--- src/rtl/fifo_pkg.sv ---
// -----------------------------------------------------------------------------
// fifo_pkg
// Shared constants and types for the programmable-threshold FIFO.
//   DEFAULT_WIDTH / DEFAULT_DEPTH : default data width and entry count
//   fifo_flags_t                  : bundle of the combinational occupancy flags
// -----------------------------------------------------------------------------
package fifo_pkg;

   localparam int DEFAULT_WIDTH = 16;
   localparam int DEFAULT_DEPTH = 8;

   typedef struct packed {
      logic full;
      logic empty;
      logic almostfull;
      logic almostempty;
      logic prog_full;
      logic prog_empty;
   } fifo_flags_t;

endpackage : fifo_pkg

--- src/rtl/fifo_mem.sv ---
// -----------------------------------------------------------------------------
// fifo_mem
// Simple dual-port storage array: one write port, one registered read port.
// Neither the array nor the read register is reset.
// Ports:
//   clk     in   clock, rising edge
//   wr_en   in   write strobe
//   wr_addr in   write address
//   wr_data in   write data
//   rd_en   in   read strobe; rd_data loads mem[rd_addr] on the edge
//   rd_addr in   read address
//   rd_data out  registered read data, holds when rd_en is low
// -----------------------------------------------------------------------------
module fifo_mem
   import fifo_pkg::*;
#(
   parameter int FIFO_WIDTH = DEFAULT_WIDTH,
   parameter int FIFO_DEPTH = DEFAULT_DEPTH,
   localparam int PTR_W     = $clog2(FIFO_DEPTH)
) (
   input  logic                  clk,
   input  logic                  wr_en,
   input  logic [PTR_W-1:0]      wr_addr,
   input  logic [FIFO_WIDTH-1:0] wr_data,
   input  logic                  rd_en,
   input  logic [PTR_W-1:0]      rd_addr,
   output logic [FIFO_WIDTH-1:0] rd_data
);

   logic [FIFO_WIDTH-1:0] mem_q [FIFO_DEPTH];
   logic [FIFO_WIDTH-1:0] rd_data_q;

   // Read-before-write: a read and write to the same address on one edge
   // returns the old contents, which the full pass-through case relies on.
   always_ff @(posedge clk) begin
      if (wr_en) begin
         mem_q[wr_addr] <= wr_data;
      end
      if (rd_en) begin
         rd_data_q <= mem_q[rd_addr];
      end
   end

   assign rd_data = rd_data_q;

endmodule : fifo_mem

--- src/rtl/prog_fifo.sv ---
// -----------------------------------------------------------------------------
// prog_fifo
// Synchronous FIFO with occupancy count, fixed and programmable flags.
// Depth need not be a power of two; pointers wrap explicitly at FIFO_DEPTH-1.
// Ports:
//   clk, rst_n            clock (rising edge) and asynchronous active-low reset
//   data_in, wr_en        write data / request
//   rd_en                 read request
//   flush                 synchronous clear, overrides wr_en/rd_en
//   prog_full_thr         prog_full  = count >= threshold (unregistered)
//   prog_empty_thr        prog_empty = count <= threshold (unregistered)
//   data_out              read data, one cycle after an accepted read
//   wr_ack/overflow/underflow  registered status of the previous edge
//   full, empty, almostfull, almostempty, prog_full, prog_empty, count
// -----------------------------------------------------------------------------
module prog_fifo
   import fifo_pkg::*;
#(
   parameter int FIFO_WIDTH = DEFAULT_WIDTH,
   parameter int FIFO_DEPTH = DEFAULT_DEPTH,
   localparam int CNT_W     = $clog2(FIFO_DEPTH + 1),
   localparam int PTR_W     = $clog2(FIFO_DEPTH)
) (
   input  logic                  clk,
   input  logic                  rst_n,
   input  logic [FIFO_WIDTH-1:0] data_in,
   input  logic                  wr_en,
   input  logic                  rd_en,
   input  logic                  flush,
   input  logic [CNT_W-1:0]      prog_full_thr,
   input  logic [CNT_W-1:0]      prog_empty_thr,
   output logic [FIFO_WIDTH-1:0] data_out,
   output logic                  wr_ack,
   output logic                  overflow,
   output logic                  underflow,
   output logic                  full,
   output logic                  empty,
   output logic                  almostfull,
   output logic                  almostempty,
   output logic                  prog_full,
   output logic                  prog_empty,
   output logic [CNT_W-1:0]      count
);

   localparam logic [CNT_W-1:0] CNT_FULL = CNT_W'(FIFO_DEPTH);
   localparam logic [PTR_W-1:0] PTR_LAST = PTR_W'(FIFO_DEPTH - 1);

   logic [PTR_W-1:0]      wr_ptr_q, wr_ptr_d;
   logic [PTR_W-1:0]      rd_ptr_q, rd_ptr_d;
   logic [CNT_W-1:0]      count_q, count_d;
   logic                  wr_ack_q, wr_ack_d;
   logic                  overflow_q, overflow_d;
   logic                  underflow_q, underflow_d;
   logic                  rd_seen_q, rd_seen_d;
   logic                  rd_ok;
   logic                  wr_ok;
   logic [FIFO_WIDTH-1:0] mem_rd_data;
   fifo_flags_t           flags;

   always_comb begin
      rd_ok = rd_en && !flush && (count_q != '0);
      // A write into a full FIFO is allowed when a read frees a slot on the same edge.
      wr_ok = wr_en && !flush && ((count_q < CNT_FULL) || rd_ok);

      wr_ptr_d    = wr_ptr_q;
      rd_ptr_d    = rd_ptr_q;
      count_d     = count_q;
      rd_seen_d   = rd_seen_q || rd_ok;
      wr_ack_d    = wr_ok;
      overflow_d  = wr_en && !wr_ok && !flush;
      underflow_d = rd_en && !rd_ok && !flush;

      if (flush) begin
         wr_ptr_d = '0;
         rd_ptr_d = '0;
         count_d  = '0;
      end else begin
         if (wr_ok) begin
            wr_ptr_d = (wr_ptr_q == PTR_LAST) ? '0 : wr_ptr_q + PTR_W'(1);
         end
         if (rd_ok) begin
            rd_ptr_d = (rd_ptr_q == PTR_LAST) ? '0 : rd_ptr_q + PTR_W'(1);
         end
         case ({wr_ok, rd_ok})
            2'b10:   count_d = count_q + CNT_W'(1);
            2'b01:   count_d = count_q - CNT_W'(1);
            default: count_d = count_q;
         endcase
      end
   end

   always_ff @(posedge clk or negedge rst_n) begin
      if (!rst_n) begin
         wr_ptr_q    <= '0;
         rd_ptr_q    <= '0;
         count_q     <= '0;
         wr_ack_q    <= 1'b0;
         overflow_q  <= 1'b0;
         underflow_q <= 1'b0;
         rd_seen_q   <= 1'b0;
      end else begin
         wr_ptr_q    <= wr_ptr_d;
         rd_ptr_q    <= rd_ptr_d;
         count_q     <= count_d;
         wr_ack_q    <= wr_ack_d;
         overflow_q  <= overflow_d;
         underflow_q <= underflow_d;
         rd_seen_q   <= rd_seen_d;
      end
   end

   fifo_mem #(
      .FIFO_WIDTH (FIFO_WIDTH),
      .FIFO_DEPTH (FIFO_DEPTH)
   ) u_mem (
      .clk     (clk),
      .wr_en   (wr_ok),
      .wr_addr (wr_ptr_q),
      .wr_data (data_in),
      .rd_en   (rd_ok),
      .rd_addr (rd_ptr_q),
      .rd_data (mem_rd_data)
   );

   // The storage read register has no reset, so data_out is forced to zero
   // until the first accepted read after reset; after that it follows the
   // read register, which holds across flush and idle cycles.
   assign data_out = rd_seen_q ? mem_rd_data : '0;

   always_comb begin
      flags.full        = (count_q == CNT_FULL);
      flags.empty       = (count_q == '0);
      flags.almostfull  = (count_q == CNT_W'(FIFO_DEPTH - 1));
      flags.almostempty = (count_q == CNT_W'(1));
      flags.prog_full   = (count_q >= prog_full_thr);
      flags.prog_empty  = (count_q <= prog_empty_thr);
   end

   assign full        = flags.full;
   assign empty       = flags.empty;
   assign almostfull  = flags.almostfull;
   assign almostempty = flags.almostempty;
   assign prog_full   = flags.prog_full;
   assign prog_empty  = flags.prog_empty;
   assign count       = count_q;
   assign wr_ack      = wr_ack_q;
   assign overflow    = overflow_q;
   assign underflow   = underflow_q;

`ifndef SYNTHESIS
   a_wr_ack: assert property (@(posedge clk) disable iff (!rst_n)
      1'b1 |=> (wr_ack_q == $past(wr_ok)));
   a_overflow: assert property (@(posedge clk) disable iff (!rst_n)
      1'b1 |=> (overflow_q == $past(wr_en && !wr_ok && !flush)));
   a_underflow: assert property (@(posedge clk) disable iff (!rst_n)
      1'b1 |=> (underflow_q == $past(rd_en && !rd_ok && !flush)));
   a_count_inc: assert property (@(posedge clk) disable iff (!rst_n)
      (wr_ok && !rd_ok) |=> (count_q == $past(count_q) + CNT_W'(1)));
   a_count_dec: assert property (@(posedge clk) disable iff (!rst_n)
      (rd_ok && !wr_ok) |=> (count_q == $past(count_q) - CNT_W'(1)));
   a_count_flush: assert property (@(posedge clk) disable iff (!rst_n)
      flush |=> (count_q == '0));
   a_count_max: assert property (@(posedge clk) disable iff (!rst_n)
      count_q <= CNT_FULL);
   a_flag_decode: assert property (@(posedge clk) disable iff (!rst_n)
      (flags.full == (count_q == CNT_FULL)) && (flags.empty == (count_q == '0)));
`endif

endmodule : prog_fifo

--- config.mk ---
export PLATFORM = sky130hd
export DESIGN_NAME = prog_fifo
export DESIGN_NICKNAME = d
export VERILOG_FILES = /design/src/rtl/fifo_pkg.sv /design/src/rtl/fifo_mem.sv /design/src/rtl/prog_fifo.sv
export SDC_FILE = /design/constraint.sdc
export NUM_CORES = 1
export LEC_CHECK = 0
export CORE_UTILIZATION = 54
export CTS_BUF_LIST = sky130_fd_sc_hd__clkbuf_8
export DETAILED_ROUTE_END_ITERATION = 8
export GPL_ROUTABILITY_DRIVEN = 0
export GPL_TIMING_DRIVEN = 0
export PLACE_DENSITY = 0.88
export SYNTH_ARGS = -nofsm -noshare
export SYNTH_HDL_FRONTEND = slang
export SYNTH_SLANG_ARGS = --single-unit
--- constraint.sdc ---
create_clock -name clk -period 2.9 [get_ports clk]
set_input_delay 0.29 -clock clk [delete_from_list [all_inputs] [get_ports clk]]
set_output_delay 0.29 -clock clk [all_outputs]
set_load 0.005 [all_outputs]
## Word-level counts from Yosys, hierarchy flattened

Memories as Yosys holds them, arrays and structs flattened. A register that Yosys moved wholly into a read port is not among the register bits.
Index checks and enable logic that the tools add are counted.

- $add $sub $neg: 4
- Order comparisons: 3
- Equal/unequal tests: 7
- Muxes and demuxes: 11
- Reduce and logical (&&, ||, !) cells: 18

Operators by type and width:

| operator | number |
|---|---|
| 3-bit two-way mux | 6 |
| 16-bit two-way mux | 1 |
| 1-bit logical AND | 8 |
| 4-bit one-hot mux with 2 select lines | 1 |
| 3-bit by 1-bit adder with 3-bit output, second input constant | 2 |
| 3-bit == test, second input constant | 2 |
| 4-bit by 1-bit adder with 4-bit output, second input constant | 1 |
| 4-bit by 1-bit == test with 1-bit output, second input constant | 1 |
| 4-bit by 3-bit == test with 1-bit output, second input constant | 1 |
| 4-bit == test, second input constant | 1 |
| 4-bit >= comparator | 1 |
| 4-bit <= comparator | 1 |
| 4-bit zero test | 1 |
| 4-bit < comparator, second input constant | 1 |
| 4-bit two-way mux | 1 |
| 2-bit nonzero test | 2 |
| 4-bit nonzero test | 1 |
| 4-bit by 1-bit subtractor with 4-bit output, second input constant | 1 |
| 1-bit zero test | 3 |
| 3-bit nonzero test | 1 |
| 2-bit by 1-bit == test with 1-bit output, second input constant | 1 |
| 2-bit == test, second input constant | 1 |
| 1-bit logical OR | 2 |
| 1-bit two-way mux | 2 |

- Register bits: 14
- Memory bits (writable): 128
- Input port bits: 29
- Output and inout port bits: 29
- Word-level logic and storage cells: 51
- Memories: 1

Memory list:

| memory | depth | bits a word | read ports | clocked after Yosys merged registers in | write ports | RTL line | RTL |
|---|---|---|---|---|---|---|---|
| u_mem.mem_q | 8 | 16 | 1 | 1 | 1 | fifo_mem.sv:30 | `logic [FIFO_WIDTH-1:0] mem_q [FIFO_DEPTH];` |

## Logic depth before layout (Yosys ltp)

Gate-level depths: netlist of the first run.

- Depth after elaboration: 8
- Depth in mapped cells: 6
- Depth with buffers taken out: 6

## Cells and area by module

Synthesis of the first run repeated with hierarchy kept, for this count alone.

- Cells, all modules: 340
- Area total of the unflattened synthesis: 6,555.0 um^2

Modules (own cells, without submodules):

| module | times used | cells each | area an instance (um^2) | seq. area each (um^2) |
|---|---|---|---|---|
| fifo_mem | 1 | 214 | 5,454.0 | 4,324.1 |
| prog_fifo | 1 | 126 | 1,101.1 | 350.3 |

## Worst setup path after synthesis of the first run

Ideal clock, no wire load.

- Path type: flip-flop to flip-flop
- Start point: reg count_q[3] (netlist: count[3])
- End point: mem u_mem.mem_q[0][0] in the netlist's numbering, enable pin
- Setup time: 430 ps
- Arrival time: 2,457 ps
- Required time: 2,470 ps
- Setup slack: 13 ps
- Stages on the path, launching flop included: 5
- Buffers on the path: 1
- Clock period less this slack: 2,887 ps
- Cells stage by stage: dfrtp_1 > buf_6 > nand2b_1 > nand3b_1 > nor4_1

- Cells in the longest elaborated chain, start to end: 6

Ends and longest elaborated chain:

| item | RTL line | RTL |
|---|---|---|
| start: declaration | prog_fifo.sv:50 | `logic [CNT_W-1:0] count_q, count_d;` |
| start signal: assignment | prog_fifo.sv:104 | `count_q <= count_d;` |
| parallel branches: the longest is 2 deep, another holds 4-bit < comparator | n/a |  |
| 1-bit logical OR * | prog_fifo.sv:63 | `wr_ok = wr_en && !flush && ((count_q < CNT_FULL) \|\| rd_ok);` |
| 1-bit logical AND * | prog_fifo.sv:63 |  |
| 1-bit two-way mux * | fifo_mem.sv:36 | `if (wr_en) begin` |
| 1-bit two-way mux (implied by the code) * | fifo_mem.sv:37 | `mem_q[wr_addr] <= wr_data;` |
| end: declaration | fifo_mem.sv:30 |  |

Every way passes the cells marked *.

## Final worst setup path of the first run

- Start point: reg count_q[0] (netlist: count[0])
- End point: out prog_full

- Cells in the longest elaborated chain, start to end: 1

Ends and longest elaborated chain:

| item | RTL line | RTL |
|---|---|---|
| 4-bit >= comparator | prog_fifo.sv:135 | `flags.prog_full = (count_q >= prog_full_thr);` |
| end: declaration | prog_fifo.sv:40 | `output logic prog_full,` |

Every way passes these cells.

==> reports/qor.yml, run 1 <==
outcome:
  outcome: "finished with violations"
  violations: "DRC"
clock_tree:
  cts_tree: "yes"
  cts_buffer_depth: 2
  post_cts_buffers: 0
  htreeDepth: 4
  cts_hold_buf: 0
  clk_pin_slew_ns: 0.09
  numClockSinks: 158
  cts_buffers: 17
  clk_latency_ns: 0.44
  cts_resized: 0
  root_buffer: "clkbuf_8"
global_routing:
  grt.overflow.total: 0
  grt_max_degree: 17
  grt_pass1_wl_mm: 21.2
  grt_pass1_vias: 3687
  antenna_found_initial: 0
  grt_usage_pct: 24.1
worst_setup_path:
  path_cells: "inv_1 > ha_1 > nand2b_1 > a21o_1 > a21o_1 > a21o_1 > clkdlybuf4s50_1"
  critPathRequiredTime_ns: 2.61
  path_buf_inv: 2
  critical_path.max_fanout: 7
  rr_worst_depth: 7
  max_stage_delay_ns: 0.48
  cp-start-kind: "flip-flop"
  rr_startpoint: "count[3]"
  crit_type: "flip-flop to output pin"
  critical_path_arrival_ns: 2.47
  r2r_setup_slack_ns: 0.34
  crit_top_cell: "a21o_1"
  timing.rr.end: "u_mem.mem_q[1][10]"
  end_kind: "output pin"
  crit_family: "buffers and inverters"
  slowest_stage: "dfrtp_1"
place:
  port_buffers: 57
  dpl.cell_count: 555
  postPlaceCellArea_um2: 7430
  pre_cts_ws_ns: 0.0575
  dpl.hpwl_mm: 9.15
final_layout:
  num_antenna_cells: 0
  stdcell_count: 587
  area_growth_pct: 20.1
  fin_area_um2: 7800
  final_nets: 475
  drive_gt1_share_pct: 24.3
synth:
  yosys_warnings: 0
  syn_area_per_cell_um2: 18.9
  ys_seq_elements: 158
  syn_inst: 343
  synth-seq-area-share_pct: 71.9
  synth_cell_types: 41
  syn_area_um2: 6500
  synth_fp_nets: 387
floorplan:
  start_util_pct: 56.2
  die_w_um: 112
  core_um2: 11600
  dieArea_um2: 12500
  rows: 39
  die_h_um: 112
  ioPinCount: 58
timing:
  rsz0062_at_grt: "false"
  finalSetupViolCount: 0
  min_period_ns: 2.76
  fin_crit_sh_pct: 95.1
  finalMaxSlewViolations: 0
  max_freq_ghz: 0.362
  clock_skew_ns: 0.00998
  finalWorstSetupSlack_ns: 0.141
  slew_headroom_pct: 48.0
  tightest_slew_ns: 0.776
  whs_ns: 0.260
  hold_violations: 0
detailed_routing:
  first_iter_violations: 304
  wirelength_mm: 13.9
  first_pass_iters: 8
  antenna_left: 0
  vias: 3515
  drc_errors: 3
  vias_per_cell: 5.99
  wl_per_cell_um: 23.6
pwr:
  leakage_uw: 0.00265
  power_density_nw_per_um2: 606
  vdd_ir_drop_max_mv: 0.362
run:
  maxCapViolations: 0
worst_hold_path:
  hp-class: "input port to async pin"
==> metrics by stage <==
| stage | setup TNS, ns | utilization, % | total power (uW) |
|---|---|---|---|
| floorplan | 0 | - | 2970 |
| global placement | -107.19 | 62.7 | 3160 |
| detailed placement | 0 | 64.2 | 3210 |
| CTS | 0 | 67.5 | 4730 |
| global route | 0 | 67.5 | 4880 |
| finish | 0 | 67.5 | 4730 |
==> worst register-to-register path: stages, from the launching register on <==
cell and delay, ns:
dfrtp_1 0.43, buf_6 0.16, nand2b_1 0.11, nand3b_1 0.30, inv_1 0.21, nand2_1 0.17, nor3_2 0.63, buf_6 0.26
==> layout by cell type (no fill, tap or decap), types with 3 or more instances in the layout <==
cell / n
a21oi_1: 3
clkbuf_1: 7
dfrtp_1: 14
edfxtp_1: 144
ha_1: 15
buf_8: 4
buf_2: 5
nor2_2: 4
nor3_1: 5
inv_1: 10
mux2_2: 16
o21a_1: 3
o21ai_0: 3
buf_6: 8
a21o_1: 3
clkbuf_8: 17
and2_1: 18
mux4_2: 32
nand3b_1: 3
nor3_2: 4
nand2_1: 7
nand2b_1: 7
clkdlybuf4s50_1: 57
nor2_1: 9
clkinv_1: 4
nor2b_1: 5
==> kinds of logic after synthesis <==
logic type / share of synthesized area [%]
DFF: 71.9
and+or+nand+nor: 6.35
muxes: 14.4
buffers and inverters: 1.77
AOI/OAI and AO/OA: 2.27
adders and majority gates: 2.89
xor gates and xnor gates: 0.404
==> cell usage after synthesis, drive strengths merged <==
library cell,number,share of area [%]
a2111oi,1,0.42
a21boi,1,0.12
a21o,3,0.35
a21oi,3,0.23
a22oi,1,0.12
a31oi,1,0.096
and2,18,1.7
and2b,1,0.12
buf,8,0.79
clkbuf,7,0.40
dfrtp,14,5.4
edfxtp,144,67
ha,15,2.9
inv,10,0.58
mux2,18,3.1
mux2i,1,0.15
mux4,32,11
nand2,7,0.40
nand2b,7,0.67
nand3,1,0.077
nand3b,3,0.35
nand4,1,0.096
nor2,13,0.75
nor2b,5,0.48
nor3,9,0.69
nor3b,3,0.52
nor4,2,0.19
o2111ai,1,0.13
o21a,3,0.35
o21ai,4,0.31
o21ba,1,0.15
or2,1,0.096
or3,1,0.17
xnor2,2,0.27
xor2,1,0.13
==> worst max path at each step <==
stage              from                 to  slack, ns  cells past startpoint
4_1_cts        count[0]          prog_full       0.13                      7
6_report       count[0]          prog_full       0.14                      7
5_1_grt        count[0]          prog_full       0.02                      7
3_5_place_dp      rd_en  u_mem.mem_q[1][8]       0.06                      7
3_3_place_gp      rd_en  u_mem.mem_q[0][3]      -1.71                      4
2_1_floorplan  count[3]  u_mem.mem_q[0][0]       0.01                      4
==> layout make-up <==
cell class | instances | area, um^2
repair buffers | 69 | 713
clock buffers | 17 | 234
inverters | 10 | 37.5
clock inverters | 15 | 145
plain buffers | 15 | 77.6
well taps | 143 | 179
fillers | 708 | 3760
flip-flops and latches | 158 | 4670
multi-input cells | 160 | 1740
==> state kept, by name, summed over array words and instances (netlist names), 3 cells and up <==
| name | cells |
|---|---|
| u_mem.rd_data | 16 |
| rd_ptr_q | 3 |
| u_mem.mem_q | 128 |
| wr_ptr_q | 3 |
| count | 4 |
==> layer usage <==
metal  GRT usage (%)  part of all wire (%)
met5               0                     0
met2            42.9                    55
met1            28.2                    36
met4            10.7                   2.4
met3            5.23                   6.2
==> where the power goes <==
group          internal, uW  switching (uW)
clock network           761             807
logic                   307             269
registers              2550            33.8
total                  3620            1110
(Power assumes the default switching activity.)
==> inputs of run 2 (changes only) <==
Settings changed: ABC_AREA from default to 1, CORE_MARGIN from default to 2.
==> reports/qor.yml, run 2 <==
outcome:
  outcome: "completed"
floorplan:
  dieArea_um2: 13300
  core_um2: 12100
  die_h_um: 115
  ioPinCount: 58
  die_w_um: 115
  start_util_pct: 55.6
  rows: 40
global_routing:
  antenna_found_initial: 1
  grt.overflow.total: 0
  grt_pass1_vias: 4600
  grt_max_degree: 21
  grt_usage_pct: 24.0
  grt_pass1_wl_mm: 23.4
pwr:
  power_uw: 5230
  power_density_nw_per_um2: 661
  leakage_uw: 0.00305
  vdd_ir_drop_max_mv: 0.267
worst_setup_path:
  cp-start-kind: "flip-flop"
  critPathRequiredTime_ns: 2.61
  rr_worst_depth: 6
  critical_path_arrival_ns: 2.12
  critical_path.max_fanout: 9
  timing.rr.end: "u_mem.mem_q[7][0]"
  end_kind: "output pin"
  crit_type: "flip-flop to output pin"
  rr_startpoint: "count[3]"
  r2r_setup_slack_ns: 0.56
synth:
  synth_fp_nets: 634
  async_flop_share_pct: 8.86
  synth_largest_area_cell: "edfxtp_1"
  synth-seq-area-share_pct: 69.7
  synth_ff_type: "edfxtp_1"
  ys_seq_elements: 158
  syn_inst: 590
  syn_area_per_cell_um2: 11.4
  synth_edf_count: 144
  syn_area_um2: 6710
  yosysTopAreaCellShare_pct: 64.5
  synthTopCellsByCount: "edfxtp_1 (144), nor2_1 (110), nand2_1 (99)"
  yosys_warnings: 0
  synth_cell_types: 32
  synthTopCellsByArea: "edfxtp_1 (64%), o21ai_0 (6.9%), nor2_1 (6.2%), nand2_1 (5.5%), dfrtp_1 (5.2%)"
  synth_most_common_cell: "edfxtp_1"
final_layout:
  area_growth_pct: 18.0
  layout_common_cells: "edfxtp_1 (144), nor2_1 (102), nand2_1 (99)"
  seq_area_um2: 4670
  drive_gt1_share_pct: 10.6
  largest_reg_flops: 128
  fill_cells: 812
  largest_register: "u_mem.mem_q"
  final_core_util_pct: 65.6
  final_nets: 712
  num_antenna_cells: 0
  multi_input_area_um2: 1730
  layout_commonest_cell: "edfxtp_1"
timing:
  hold_violations: 0
  clock_skew_ns: 0.0139
  rsz0062_at_grt: "false"
  finalMaxSlewViolations: 0
  tightest_slew_ns: 1.11
  fin_crit_sh_pct: 83.1
  max_freq_ghz: 0.415
  slew_headroom_pct: 25.7
  min_period_ns: 2.41
  finalSetupViolCount: 0
detailed_routing:
  vias_per_cell: 5.68
  vias: 4819
  first_iter_violations: 612
  first_pass_iters: 7
  antenna_left: 0
  wirelength_mm: 15.3
  drc_errors: 0
  wl_per_cell_um: 18.0
clock_tree:
  cts_buffer_depth: 2
  cts_resized: 0
  clk_latency_ns: 0.45
  clk_pin_slew_ns: 0.08
  post_cts_buffers: 0
  root_buffer: "clkbuf_8"
  numClockSinks: 158
  cts_tree: "yes"
  cts_hold_buf: 0
  cts_buffers: 17
  htreeDepth: 4
place:
  port_buffers: 57
  dpl.hpwl_mm: 9.81
worst_hold_path:
  hp-class: "input port to async pin"
run:
  maxCapViolations: 0
run 2: changes by cell type after synthesis, sizes merged, moves of 18 or more:
cell	previous run	this run
nand2	7	104
o21ai	4	104
and2	18	0
inv	10	43
mux4	32	0
nor2	13	113
mux2	18	0
run 2: metal layers:
layer / GRT usage [%] / part of all wire [%] / vias up
met5: 0 / 0.085 / -
met4: 11.4 / 3.5 / 2
met3: 7.01 / 12 / 56
met2: 39.3 / 49 / 381
met1: 29.5 / 35 / 2213
li1: - / - / 2167
run 2: worst max-delay path by stage:
stage,to,start,depth (start not counted)
after floorplan,u_mem.mem_q[0][0],count[3],6
after global placement,u_mem.mem_q[2][13],flush,8
after detailed placement,u_mem.mem_q[7][9],flush,8
after CTS,prog_empty,count[0],7
after global routing,prog_full,count[1],6
final,prog_empty,count[1],5
run 2: critical path, stage by stage (launching register included):
cell	delay, ns
dfrtp_1	0.55
ha_1	0.31
a21oi_1	0.13
o21ai_0	0.07
o21ai_0	0.08
clkdlybuf4s50_1	0.52
run 2: where the power goes:
group          internal, uW  switching [uW]
clock                   724             816
sequential             2590            45.4
combinational           388             670
total                  3700            1530
run 2: cell families (layout without fill, tap and decap cells):
kind of cell	count (synthesis)	after routing	synth area share, %
xor+xnor	1	1	0.131
flops	158	158	69.7
compound gates	113	113	8.73
buf+inv	72	163	4.76
simple gates	231	231	13.9
fa+ha+maj	15	15	2.80
run 2: stage by stage:
step / instance area (um^2) / cells / TNS [ns] / hold WS, ns / setup slack (ns)
2_1_floorplan: 6710 / 590 / 0 / -0.00559 / 0.919
5_1_grt: 7910 / 849 / 0 / 0.273 / 0.342
4_1_cts: 7910 / 849 / 0 / 0.231 / 0.465
6_report: 7910 / 849 / 0 / 0.218 / 0.491
3_5_place_dp: 7540 / 817 / 0 / 0.592 / 0.182
3_3_place_gp: 7490 / 815 / -8.10 / 0.571 / -0.128
run 2: final cells by class:
cell class	instances	share of cell area, %
inverters	44	2.09
multi-input cells	360	21.9
repair buffers	59	7.59
clock buffers	19	3.31
plain buffers	28	1.95
flip-flops and latches	158	59.1
clock inverters	13	1.44
well taps	168	2.66
